## config.mk

```make
export PLATFORM = sky130hd
export DESIGN_NAME = uart_tx_fifo
export DESIGN_NICKNAME = d
export VERILOG_FILES = /design/src/rtl/uart_pkg.sv /design/src/rtl/sync_fifo.sv /design/src/rtl/uart_tx_fifo.sv
export SDC_FILE = /design/constraint.sdc
export NUM_CORES = 1
export LEC_CHECK = 0
export BUFFER_PORTS_ARGS = -buffer_cell sky130_fd_sc_hd__buf_2
export CAP_MARGIN = 20
export CORE_MARGIN = 1.5
export CORE_UTILIZATION = 50
export CTS_CLUSTER_DIAMETER = 150
export CTS_CLUSTER_SIZE = 12
export DETAILED_ROUTE_END_ITERATION = 7
export GPL_ROUTABILITY_DRIVEN = 0
export PLACE_DENSITY_LB_ADDON = 0.1
export SLEW_MARGIN = 20
export SYNTH_ARGS = -nofsm -noshare
export SYNTH_HDL_FRONTEND = slang
export SYNTH_SLANG_ARGS = --single-unit
export TNS_END_PERCENT = 20
```

## constraint.sdc

```tcl
create_clock -name CLK -period 3.2 [get_ports CLK]
set_clock_uncertainty 0.1 [all_clocks]
set_input_delay 0.64 -clock CLK [delete_from_list [all_inputs] [get_ports CLK]]
set_output_delay 0.64 -clock CLK [all_outputs]
set_load 0.005 [all_outputs]
```

## src/rtl/uart_pkg.sv

```systemverilog
// +----------------------------------------------------------------------------+
// | uart_pkg                                                                   |
// | Shared types and constants for the UART transmit path.                     |
// | Optional feature macro: UART_TX_PARITY_EN (adds the even-parity state).    |
// | Revision: 1.0                                                              |
// +----------------------------------------------------------------------------+
`default_nettype none

package uart_pkg;

   typedef enum logic [2:0] {
      ST_IDLE   = 3'd0,
      ST_START  = 3'd1,
      ST_DATA   = 3'd2,
`ifdef UART_TX_PARITY_EN
      ST_PARITY = 3'd4,
`endif
      ST_STOP   = 3'd3
   } uart_tx_state_t;

   // Divider values for the 100 MHz board clock.
   localparam int UART_BAUD_DIV_115200 = 868;
   localparam int UART_BAUD_DIV_9600   = 10417;

`ifdef UART_TX_PARITY_EN
   localparam int UART_FRAME_BITS = 11;
`else
   localparam int UART_FRAME_BITS = 10;
`endif

endpackage

`default_nettype wire

```

## src/rtl/sync_fifo.sv

```systemverilog
// +----------------------------------------------------------------------------+
// | sync_fifo                                                                  |
// | Single-clock FIFO with show-ahead read data and an occupancy count.        |
// | Revision: 1.0                                                              |
// +----------------------------------------------------------------------------+
`default_nettype none

module sync_fifo #(
   parameter int WIDTH = 8,
   parameter int DEPTH = 4,
   localparam int AW   = $clog2(DEPTH)
) (
   input  logic             CLK,
   input  logic             RST,
   input  logic             wr_en,
   input  logic [WIDTH-1:0] wr_data,
   input  logic             rd_en,
   output logic [WIDTH-1:0] rd_data,
   output logic             full,
   output logic             empty,
   output logic [AW:0]      count
);

   localparam logic [AW:0] c_full_count = (AW+1)'(DEPTH);

   logic [WIDTH-1:0] r_mem [DEPTH];
   logic [AW-1:0]    r_wr_ptr;
   logic [AW-1:0]    r_rd_ptr;
   logic [AW:0]      r_count;
   logic             w_wr;
   logic             w_rd;

   // Full/empty come from the registered count, so a same-cycle read never frees a slot for a write.
   assign full    = (r_count == c_full_count);
   assign empty   = (r_count == '0);
   assign count   = r_count;
   assign rd_data = r_mem[r_rd_ptr];
   assign w_wr    = wr_en & ~full;
   assign w_rd    = rd_en & ~empty;

   always_ff @(posedge CLK) begin
      if (w_wr) begin
         r_mem[r_wr_ptr] <= wr_data;
      end
   end

   always_ff @(posedge CLK) begin
      if (RST) begin
         r_wr_ptr <= '0;
         r_rd_ptr <= '0;
         r_count  <= '0;
      end else begin
         if (w_wr) begin
            r_wr_ptr <= r_wr_ptr + 1'b1;
         end
         if (w_rd) begin
            r_rd_ptr <= r_rd_ptr + 1'b1;
         end
         if (w_wr && !w_rd) begin
            r_count <= r_count + 1'b1;
         end else if (w_rd && !w_wr) begin
            r_count <= r_count - 1'b1;
         end
      end
   end

endmodule

`default_nettype wire

```

## src/rtl/uart_tx_fifo.sv

```systemverilog
// +----------------------------------------------------------------------------+
// | uart_tx_fifo                                                               |
// | Buffered UART transmitter: start-edge push into a FIFO, LSB-first framing. |
// | Optional feature macro: UART_TX_PARITY_EN (8E1 instead of 8N1).            |
// | Revision: 1.0                                                              |
// +----------------------------------------------------------------------------+
`default_nettype none

module uart_tx_fifo
   import uart_pkg::*;
#(
   parameter int BAUD_DIV   = UART_BAUD_DIV_115200,
   parameter int FIFO_DEPTH = 4
) (
   input  logic       CLK,
   input  logic       RST,
   input  logic       start,
   input  logic [7:0] data,
   output logic       ready,
   output logic       busy,
   output logic       Tx
);

   localparam int                c_baud_w    = $clog2(BAUD_DIV);
   localparam int                c_fifo_aw   = $clog2(FIFO_DEPTH);
   localparam logic [c_baud_w-1:0] c_baud_last = c_baud_w'(BAUD_DIV - 1);

   uart_tx_state_t      r_state;
   uart_tx_state_t      w_state_nxt;
   logic [c_baud_w-1:0] r_baud;
   logic [c_baud_w-1:0] w_baud_nxt;
   logic                w_baud_last;
   logic [2:0]          r_bit;
   logic [2:0]          w_bit_nxt;
   logic [7:0]          r_shift;
   logic [7:0]          w_shift_nxt;
   logic                r_tx;
   logic                w_tx_nxt;
   logic                r_start_q;
   logic                w_push;
   logic                w_pop;
   logic [7:0]          w_fifo_rd_data;
   logic                w_fifo_full;
   logic                w_fifo_empty;
   logic [c_fifo_aw:0]  w_fifo_count;
`ifdef UART_TX_PARITY_EN
   logic                r_parity;
`endif

   assign w_push      = start & ~r_start_q;
   assign w_baud_last = (r_baud == c_baud_last);
   assign ready       = ~w_fifo_full;
   assign busy        = (r_state != ST_IDLE) | (w_fifo_count != '0);
   assign Tx          = r_tx;

   sync_fifo #(
      .WIDTH (8),
      .DEPTH (FIFO_DEPTH)
   ) u_fifo (
      .CLK     (CLK),
      .RST     (RST),
      .wr_en   (w_push),
      .wr_data (data),
      .rd_en   (w_pop),
      .rd_data (w_fifo_rd_data),
      .full    (w_fifo_full),
      .empty   (w_fifo_empty),
      .count   (w_fifo_count)
   );

   always_comb begin
      w_state_nxt = r_state;
      w_baud_nxt  = r_baud;
      w_bit_nxt   = r_bit;
      w_shift_nxt = r_shift;
      w_pop       = 1'b0;
      if (r_state != ST_IDLE) begin
         w_baud_nxt = w_baud_last ? '0 : r_baud + 1'b1;
      end
      case (r_state)
         ST_IDLE: begin
            if (!w_fifo_empty) begin
               w_pop       = 1'b1;
               w_shift_nxt = w_fifo_rd_data;
               w_baud_nxt  = '0;
               w_state_nxt = ST_START;
            end
         end
         ST_START: begin
            if (w_baud_last) begin
               w_bit_nxt   = 3'd0;
               w_state_nxt = ST_DATA;
            end
         end
         ST_DATA: begin
            if (w_baud_last) begin
               w_shift_nxt = r_shift >> 1;
               if (r_bit == 3'd7) begin
`ifdef UART_TX_PARITY_EN
                  w_state_nxt = ST_PARITY;
`else
                  w_state_nxt = ST_STOP;
`endif
               end else begin
                  w_bit_nxt = r_bit + 3'd1;
               end
            end
         end
`ifdef UART_TX_PARITY_EN
         ST_PARITY: begin
            if (w_baud_last) begin
               w_state_nxt = ST_STOP;
            end
         end
`endif
         ST_STOP: begin
            // Chain straight into the next start bit when more data is queued.
            if (w_baud_last) begin
               if (!w_fifo_empty) begin
                  w_pop       = 1'b1;
                  w_shift_nxt = w_fifo_rd_data;
                  w_state_nxt = ST_START;
               end else begin
                  w_state_nxt = ST_IDLE;
               end
            end
         end
         default: begin
            w_state_nxt = ST_IDLE;
         end
      endcase
   end

   // Line level follows the next state so Tx changes on the same edge as the state.
   always_comb begin
      w_tx_nxt = 1'b1;
      case (w_state_nxt)
         ST_START:  w_tx_nxt = 1'b0;
         ST_DATA:   w_tx_nxt = w_shift_nxt[0];
`ifdef UART_TX_PARITY_EN
         ST_PARITY: w_tx_nxt = r_parity;
`endif
         default:   w_tx_nxt = 1'b1;
      endcase
   end

   always_ff @(posedge CLK) begin
      if (RST) begin
         r_state   <= ST_IDLE;
         r_baud    <= '0;
         r_bit     <= 3'd0;
         r_shift   <= 8'd0;
         r_tx      <= 1'b1;
         r_start_q <= 1'b0;
      end else begin
         r_state   <= w_state_nxt;
         r_baud    <= w_baud_nxt;
         r_bit     <= w_bit_nxt;
         r_shift   <= w_shift_nxt;
         r_tx      <= w_tx_nxt;
         r_start_q <= start;
      end
   end

`ifdef UART_TX_PARITY_EN
   always_ff @(posedge CLK) begin
      if (RST) begin
         r_parity <= 1'b0;
      end else if (w_pop) begin
         r_parity <= ^w_fifo_rd_data;
      end
   end
`endif

endmodule

`default_nettype wire
```

==> reports/qor.yml, run 1 <==
synth_area_leaders: "edfxtp_1 (32%), dfxtp_1 (23%), mux4_2 (5.9%)"
critPathCaptureType: "flip-flop"
postCtsSetupBuffers: 0
synth_mux_area_frac: 0.0822
syn2layout_area_growth_pct: 9.66
synth_fa_ha_area_frac: 0.0395
use_met3: 0.0472
cts.sinks: 67
hold_class: "reg -> reg"
crit_path_max_incr_delay_ns: 0.37
avgRoutedWirePerCell_um: 14.2
antenna_found_initial: 0
grt_pass1_vias: 1829
synth_top_area_frac: 0.316
crit_type: "reg -> reg"
grt_busiest_layer: "met2"
synth-edff-count: 32
diodes: 0
syn_inst: 250
die_area_mm2: 0.00656
synth_compound_area_frac: 0.0732
fillers: 515
avgSynthCellArea_um2: 12.2
vias: 1845
worst_pin_slew_ns: 0.634
arrival_ns: 2.97
fmax_mhz: 355
start_util: 0.517
synth_top_area_cell: "edfxtp_1"
ys_ff_latch: 67
ctsHoldBuffers: 0
drc: 0
status: "complete, no violations"
met1_usage: 0.214
yosysUniqueCellTypes: 55
ys_seq_area_frac: 0.546
grt_max_degree: 31
drive_gt1_frac: 0.198
period_needed_ns: 2.81
setup_tns_ns: 0
synthArstFlopShare: 0
synth-main-ff-cell: "dfxtp_1"
die_y_um: 81.0
cp_cell_sequence: "ha_1 > and4bb_4 > and3_4 > a21o_1 > inv_1 > ha_1 > inv_1 > fa_1 > xor2_1 > or3_1 > a21oi_1"
syn-num-nets: 270
setup_viol: 0
clkLatencyLatePin_ns: 0.33
powerDensity_mw_per_mm2: 705
synth_xor_area_frac: 0.0230
row_count: 28
seqCellArea_mm2: 0.00166
clk_pin_slew_ns: 0.07
ant_nets: 0
use_met2: 0.287
crit_required_ns: 3.36
hold_ws_ns: 0.378
clockRootBuffer: "clkbuf_8"
relSlewSlack: 0.577
fin_crit_sh: 0.879
path_max_fanout: 11
core_mm2: 0.00589
leakagePower_uw: 0.00125
synth_top_family_by_area: "simple AND/OR/NAND/NOR gates"
slew_viol_final: 0
clk_path_buf_depth: 2
grt-ovfl-total: 0
detailed_place_hpwl_mm: 3.43
ys_warn_count: 0
hold_viol: 0
pin_count: 14
nets: 283
grt_setup_unrepaired: "no"
multi_input_area_mm2: 0.00129
ir_drop_mv: 0.378
syn_area_mm2: 0.00304
drt_wl_total_mm: 4.88
grt_pass1_wl_mm: 8.40
crit_slowest_cell: "fa_1"
cts_buffers: 9
grt_usage: 0.174
critPathLaunchType: "flip-flop"
drt_iter0_drc: 66
drv_cap: 0
tritoncts: "yes"
synthSimpleGateAreaFrac: 0.205
first_pass_iters: 4
htreeDepth: 3
vias_per_cell: 5.38
cts_resized: 0
dieWidth_um: 81.0
port_buffers: 13
## state kept, by name, summed over array words and instances (netlist names), named ones only
| register | count |
|---|---|
| u_fifo.r_rd_ptr | 2 |
| u_fifo.r_mem | 32 |
| u_fifo.count | 3 |
| r_baud | 10 |
| r_state | 3 |
| r_bit | 3 |
| u_fifo.r_wr_ptr | 2 |
| Tx | 1 |
| r_start_q | 1 |
| r_shift | 8 |
## synthesized netlist by cell type, drive strengths merged, types with 3 or more instances
library cell  count
nor3              8
and2              7
inv               5
nor4              7
nand3b            3
xor2              5
mux4              8
a22o              3
o21ai             4
clkbuf            5
nand4             3
nor2b             8
nand2b            3
edfxtp           32
and3              5
nand3             4
mux2i             7
a21oi             7
dfxtp            35
or3               4
nand2            10
a41oi             3
ha                8
buf               8
xnor2             3
nor2             34
## worst paths after layout
kind                                            start                           end  slack, ns  cells past startpoint
worst max-delay path             r_baud[0]$_SDFF_PP0_  u_fifo.count[2]$_SDFFE_PP0P_       0.39                     11
worst min-delay path            r_bit[0]$_SDFFE_PP0P_         r_bit[0]$_SDFFE_PP0P_       0.38                      2
worst min register to register  r_bit[0]$_SDFFE_PP0P_         r_bit[0]$_SDFFE_PP0P_       0.38                      2
worst max register to register   r_baud[0]$_SDFF_PP0_  u_fifo.count[2]$_SDFFE_PP0P_       0.39                     11
## through the flow
stage / area, um^2 / instances / setup WS [ns] / total power (uW) / utilization
2_1_floorplan: 3040 / 250 / 0.481 / 1590 / -
3_3_place_gp: 3140 / 327 / 0.466 / 1690 / 0.534
3_5_place_dp: 3140 / 327 / 0.400 / 1710 / 0.534
4_1_cts: 3340 / 343 / 0.382 / 2390 / 0.567
5_1_grt: 3340 / 343 / 0.182 / 2510 / 0.567
6_report: 3340 / 343 / 0.386 / 2350 / 0.567
## worst max-delay path, delay by kind of cell (launching register included)
| kind | cells | cell delay (ns) |
|---|---|---|
| compound gates | 2 | 0.42 |
| xor+xnor | 1 | 0.15 |
| fa+ha+maj | 3 | 0.79 |
| buf+inv | 2 | 0.15 |
| flops | 1 | 0.34 |
| simple gates | 3 | 0.78 |
## routing by layer
metal / share of wire / wire [um] / vias to the layer above
met3: 0.025 / 121 / 9
met5: 0 / 0 / -
met1: 0.48 / 2330 / 871
li1: - / - / 943
met4: 0.018 / 87 / 0
met2: 0.48 / 2340 / 22
## power by group
| group | switching [uW] | internal (uW) | total (uW) | leakage [uW] |
|---|---|---|---|---|
| Sequential | 98.7 | 1020 | 1120 | 0.000578 |
| Combinational | 288 | 273 | 561 | 0.000575 |
| Clock | 319 | 357 | 676 | 0.0000966 |
| Total | 706 | 1650 | 2350 | 0.00125 |
## kinds of logic after synthesis
family                     count (synthesis)
and+or+nand+nor                          102
DFF                                       67
AOI/OAI and AO/OA                         30
buffers and inverters                     18
muxes                                     15
adders and majority gates                  9
xor gates and xnor gates                   8
other                                      1
## layout make-up
| cell class | count | share of cell area |
|---|---|---|
| well taps | 75 | 0.0281 |
| inverters | 5 | 0.00562 |
| clock buffers | 9 | 0.0371 |
| flip-flops and latches | 67 | 0.498 |
| repair buffers | 15 | 0.0240 |
| clock inverters | 7 | 0.0206 |
| multi-input cells | 165 | 0.387 |
## placed cells by master (no fill, tap or decap), types with 6 or more instances in the layout
cell,netlist,routed
dfxtp_1,35,35
nor2_1,34,34
edfxtp_1,32,32
buf_2,4,13
nand2_1,10,10
clkbuf_8,0,9
mux4_2,8,8
nor2b_1,8,8
ha_1,8,8
a21oi_1,7,7
mux2i_1,7,7
and2_1,6,6
Note: power is estimated with default switching activity, not from simulation.
==> inputs of run 2 (changes only) <==
Settings changed: BUFFER_PORTS_ARGS -buffer_cell sky130_fd_sc_hd__buf_2 to -buffer_cell sky130_fd_sc_hd__clkbuf_2, CORE_MARGIN 1.5 to 8, CTS_BUF_LIST set to sky130_fd_sc_hd__clkbuf_16.
==> run 2 against run 1 <==
Against the previous run:
- design area up 4.9%
- fmax up 0.92%
- via count down 1.3%
- routed wire length up 5.8%
- count of clock-buffer cells in the layout unchanged
- largest power group is now the clock network
==> reports/qor.yml, run 2 (synthesized netlist as in run 1, its figures left out) <==
status: "complete, no violations"
switching_share: 0.259
relSlewSlack: 0.507
worst_pin_slew_ns: 0.739
pre_cts_slack_ns: 0.412
grt-ovfl-total: 0
vias: 1821
top_regs: "u_fifo.r_mem: 32 flops, r_baud: 10 flops, r_shift: 8 flops"
cts_resized: 0
tritoncts: "yes"
period_needed_ns: 2.79
htreeDepth: 3
clkLatencyLatePin_ns: 0.33
grt_setup_unrepaired: "no"
port_buffers: 13
clockRootBuffer: "clkbuf_16"
critPathCaptureType: "flip-flop"
fin_util: 0.595
diodes: 0
fin_ws_ns: 0.412
crit_path_max_incr_delay_ns: 0.37
layout_common_cells: "dfxtp_1 (35), nor2_1 (34), edfxtp_1 (32)"
ant_nets: 0
grt_max_degree: 31
ir_drop_mv: 0.417
crit_family: "adder cells"
layout_commonest_cell: "dfxtp_1"
vias_per_cell: 5.32
dieWidth_um: 94.0
setup_viol: 0
critPathLaunchType: "flip-flop"
leakagePower_uw: 0.00133
syn2layout_area_growth_pct: 15.1
cts_buffers: 9
slew_viol_final: 0
power_frac_seq: 0.391
start_util: 0.517
crit_required_ns: 3.35
clk_pin_slew_ns: 0.05
drt_wl_total_mm: 5.16
die_y_um: 94.0
hold_ws_ns: 0.377
row_count: 28
fillers: 494
die_area_mm2: 0.00884
arrival_ns: 2.94
hold_viol: 0
cts.sinks: 67
setup_tns_ns: 0
path_max_fanout: 11
detailed_place_hpwl_mm: 3.52
pwr-share-comb: 0.195
first_pass_iters: 4
crit_type: "reg -> reg"
avgRoutedWirePerCell_um: 15.1
crit_slowest_cell: "fa_1"
cp_cell_sequence: "ha_1 > and4bb_4 > and3_4 > a21o_1 > inv_1 > ha_1 > inv_1 > fa_1 > xor2_1 > or3_1 > a21oi_1"
drc: 0
hold_class: "reg -> reg"
fmax_mhz: 359
drv_cap: 0
worst-path-buf-inv: 2
largest_reg_flops: 32
antenna_found_initial: 0
drive_gt1_frac: 0.195
powerDensity_mw_per_mm2: 820
ctsHoldBuffers: 0
core_mm2: 0.00589
clkPwrFrac: 0.414
drt_iter0_drc: 57
clk_path_buf_depth: 2
fin_crit_sh: 0.871
grt_usage: 0.129
grt_pass1_wl_mm: 8.61
grt_pass1_vias: 1792
p_switching_uw: 745
nets: 282
pin_count: 14
postCtsSetupBuffers: 0
largest-register: "u_fifo.r_mem"
p_int_uw: 2130
fin_total_pwr_uw: 2870
run 2: changes by cell type in the layout (fill, tap and decap cells not counted), sizes merged:
cell / before / now
buf: 15 / 1
clkbuf: 9 / 22
bufinv: 1 / 4
clkinv: 5 / 2
run 2: routing by layer:
metal  vias up  GRT usage  part of all wire
li1        942          -                 -
met1       847      0.147              0.47
met2        23      0.208              0.48
met3         9     0.0368             0.030
met4         0     0.0793             0.021
met5         -          0                 0
run 2: area by class of cell:
class | count | area [um^2] | share of cell area
sequential | 67 | 1660 | 0.474
multi-input combinational | 165 | 1290 | 0.368
clock buffer | 9 | 225 | 0.0643
clock inverter | 7 | 140 | 0.0400
tap | 75 | 93.8 | 0.0268
timing repair buffer | 14 | 72.6 | 0.0207
inverter | 5 | 18.8 | 0.00536
run 2: through the flow:
step                      area [um^2]  instances
after floorplan                  3040        250
after global placement           3140        326
after detailed placement         3140        326
after CTS                        3500        342
after global routing             3500        342
final                            3500        342
run 2: worst min-delay path: cells and delay by family (launching register included):
kind / cells / cell delay (ns)
DFF: 1 / 0.32
and+or+nand+nor: 1 / 0.06
AOI/OAI and AO/OA: 1 / 0.05
run 2: path summary, 6_finish.rpt:
kind | depth (start not counted) | to | start | slack (ns)
worst min-delay path | 2 | r_bit[0]$_SDFFE_PP0P_ | r_bit[0]$_SDFFE_PP0P_ | 0.38
worst max register to register | 11 | u_fifo.count[2]$_SDFFE_PP0P_ | r_baud[0]$_SDFF_PP0_ | 0.41
worst min register to register | 2 | r_bit[0]$_SDFFE_PP0P_ | r_bit[0]$_SDFFE_PP0P_ | 0.38
worst max-delay path | 11 | u_fifo.count[2]$_SDFFE_PP0P_ | r_baud[0]$_SDFF_PP0_ | 0.41
run 2: power groups by stage:
stage	combinational [uW]	sequential, uW	clock (uW)
finish	561	1120	1190
global route	632	1140	1240
CTS	572	1130	1210
detailed placement	567	1140	0
global placement	559	1140	0
floorplan	498	1090	0
==> inputs of run 3 (changes only) <==
Settings changed: CORE_UTILIZATION 50 to 55.
Clock period 3.2 ns to 2.45 ns, I/O delays scaled along.
==> run 3 against run 2 <==
Against the previous run:
- core utilization rose by 8.4 points
- non-clock buffer count is 20 higher
- count of clock-buffer cells in the layout unchanged
- combinational power up 57%
- final cell count up 5.0%
==> reports/qor.yml, run 3 (synthesized netlist as in run 1, its figures left out) <==
hold_class: "in -> reg"
drive_gt1_frac: 0.282
wl_met3_um: 152
leakagePower_uw: 0.00144
fillers: 387
largest-register: "u_fifo.r_mem"
grt_setup_unrepaired: "yes"
crit_type: "reg -> reg"
setup.worst_path.end: "u_fifo.count[2]$_SDFFE_PP0P_"
fin_cells: 359
dp.cells: 343
rr_startpoint: "r_baud[0]$_SDFF_PP0_"
clockRootBuffer: "clkbuf_16"
detailed_place_hpwl_mm: 3.69
path_max_fanout: 4
drt_wl_total_mm: 5.12
cts_buffers: 9
postCtsSetupBuffers: 0
layout_commonest_cell: "nor2_1"
crit_required_ns: 2.62
diodes: 0
fmax_mhz: 421
worst_pin_slew_ns: 0.525
cts.sinks: 67
vias: 1939
critPathLaunchType: "flip-flop"
fin_util: 0.679
rrSetupSlack_ns: 0.07
drt_iter0_drc: 148
fin_crit_sh: 0.970
grt-ovfl-total: 0
die_y_um: 90.4
drv_cap: 0
multi_input_area_mm2: 0.00132
status: "complete, no violations"
grt_usage: 0.139
syn2layout_area_growth_pct: 21.4
grt_max_degree: 14
place_area_mm2: 0.00332
clkLatencyLatePin_ns: 0.33
drc: 0
clk_path_buf_depth: 2
port_buffers: 13
grt_pass1_vias: 2007
clk_pin_slew_ns: 0.06
r2r_cells: 11
crit_path_frequent_cell: "ha_4"
powerDensity_mw_per_mm2: 1060
wl_met2_mm: 2.42
relSlewSlack: 0.650
avgRoutedWirePerCell_um: 14.3
hold_viol: 0
row_count: 27
critPathCaptureType: "flip-flop"
largest_reg_flops: 32
cp_cell_sequence: "ha_4 > and4bb_4 > and3_4 > a21o_1 > inv_4 > ha_4 > inv_2 > fa_2 > xor2_1 > or3_1 > a21oi_2"
start_util: 0.559
period_needed_ns: 2.38
worstReg2RegEnd: "u_fifo.count[2]$_SDFFE_PP0P_"
tritoncts: "yes"
top_regs: "u_fifo.r_mem: 32 flops, r_baud: 10 flops, r_shift: 8 flops"
antenna_found_initial: 0
grt_pass1_wl_mm: 9.10
arrival_ns: 2.54
die_area_mm2: 0.00817
setup_viol: 0
slew_viol_final: 0
crit_slowest_cell: "dfxtp_2"
wl_met1_mm: 2.45
vias_per_cell: 5.40
dieWidth_um: 90.4
htreeDepth: 3
core_mm2: 0.00544
first_pass_iters: 4
startpoint: "r_baud[0]$_SDFF_PP0_"
finalInstanceArea_mm2: 0.00369
ant_nets: 0
layout_common_cells: "nor2_1 (34), dfxtp_1 (33), edfxtp_1 (32)"
pin_count: 14
seqCellArea_mm2: 0.00166
highest_layer: "met4"
fin_total_pwr_uw: 3920
crit_path_max_incr_delay_ns: 0.34
setup_tns_ns: 0
ir_drop_mv: 0.840
nets: 302
==> run 3: cell count changes in the layout (fill, tap and decap cells not counted), sizes merged <==
cell,delta
clkinvlp,-1
buf,+20
inv,+1
==> run 3: metal layers <==
| layer | global-route usage | up-vias |
|---|---|---|
| met2 | 0.220 | 26 |
| met4 | 0.0721 | 0 |
| met5 | 0 | - |
| li1 | - | 985 |
| met3 | 0.0416 | 10 |
| met1 | 0.169 | 918 |
==> run 3: how the worst min path moves through the flow <==
stage | startpoint | endpoint | slack, ns | cells past startpoint
after global routing | data[7] | u_fifo.r_mem[1][7]$_DFFE_PP_ | 0.28 | 1
after CTS | data[5] | u_fifo.r_mem[1][5]$_DFFE_PP_ | 0.27 | 1
after floorplan | r_bit[0]$_SDFFE_PP0P_ | r_bit[0]$_SDFFE_PP0P_ | 0.34 | 2
after global placement | r_bit[0]$_SDFFE_PP0P_ | r_bit[0]$_SDFFE_PP0P_ | 0.36 | 2
after detailed placement | r_baud[6]$_SDFF_PP0_ | r_baud[6]$_SDFF_PP0_ | 0.37 | 1
final | data[6] | u_fifo.r_mem[0][6]$_DFFE_PP_ | 0.28 | 1
==> run 3: through the flow <==
step | setup WS [ns] | hold WS (ns)
floorplan | -0.117 | 0.345
global placement | 0.0978 | 0.361
detailed placement | 0.0595 | 0.373
CTS | 0.0431 | 0.267
global route | -0.0211 | 0.280
finish | 0.0730 | 0.279
==> run 3: cell type report <==
cell class / instances / area share
clock buffers: 9 / 0.0610
clock inverters: 7 / 0.0403
inverters: 5 / 0.00576
multi-input cells: 165 / 0.358
flip-flops and latches: 67 / 0.451
well taps: 72 / 0.0244
repair buffers: 34 / 0.0603
==> run 3: repair_timing <==
item                                    in CTS  in global routing
resized for setup                            0                  1
hold buffers                                 0                  0
endpoints found under the setup margin       0                  1
==> run 3: where the power goes <==
group / internal, uW / total (uW) / switching, uW
sequential: 1330 / 1450 / 115
clock: 1110 / 1590 / 482
combinational: 456 / 883 / 427
total: 2890 / 3920 / 1020
==> run 3: critical path, delay by kind of cell, from the launching register on <==
| family | cells | cell delay (ns) |
|---|---|---|
| and+or+nand+nor | 3 | 0.66 |
| adders and majority gates | 3 | 0.64 |
| DFF | 1 | 0.34 |
| AOI/OAI and AO/OA | 2 | 0.30 |
| xor gates and xnor gates | 1 | 0.17 |
| buffers and inverters | 2 | 0.11 |
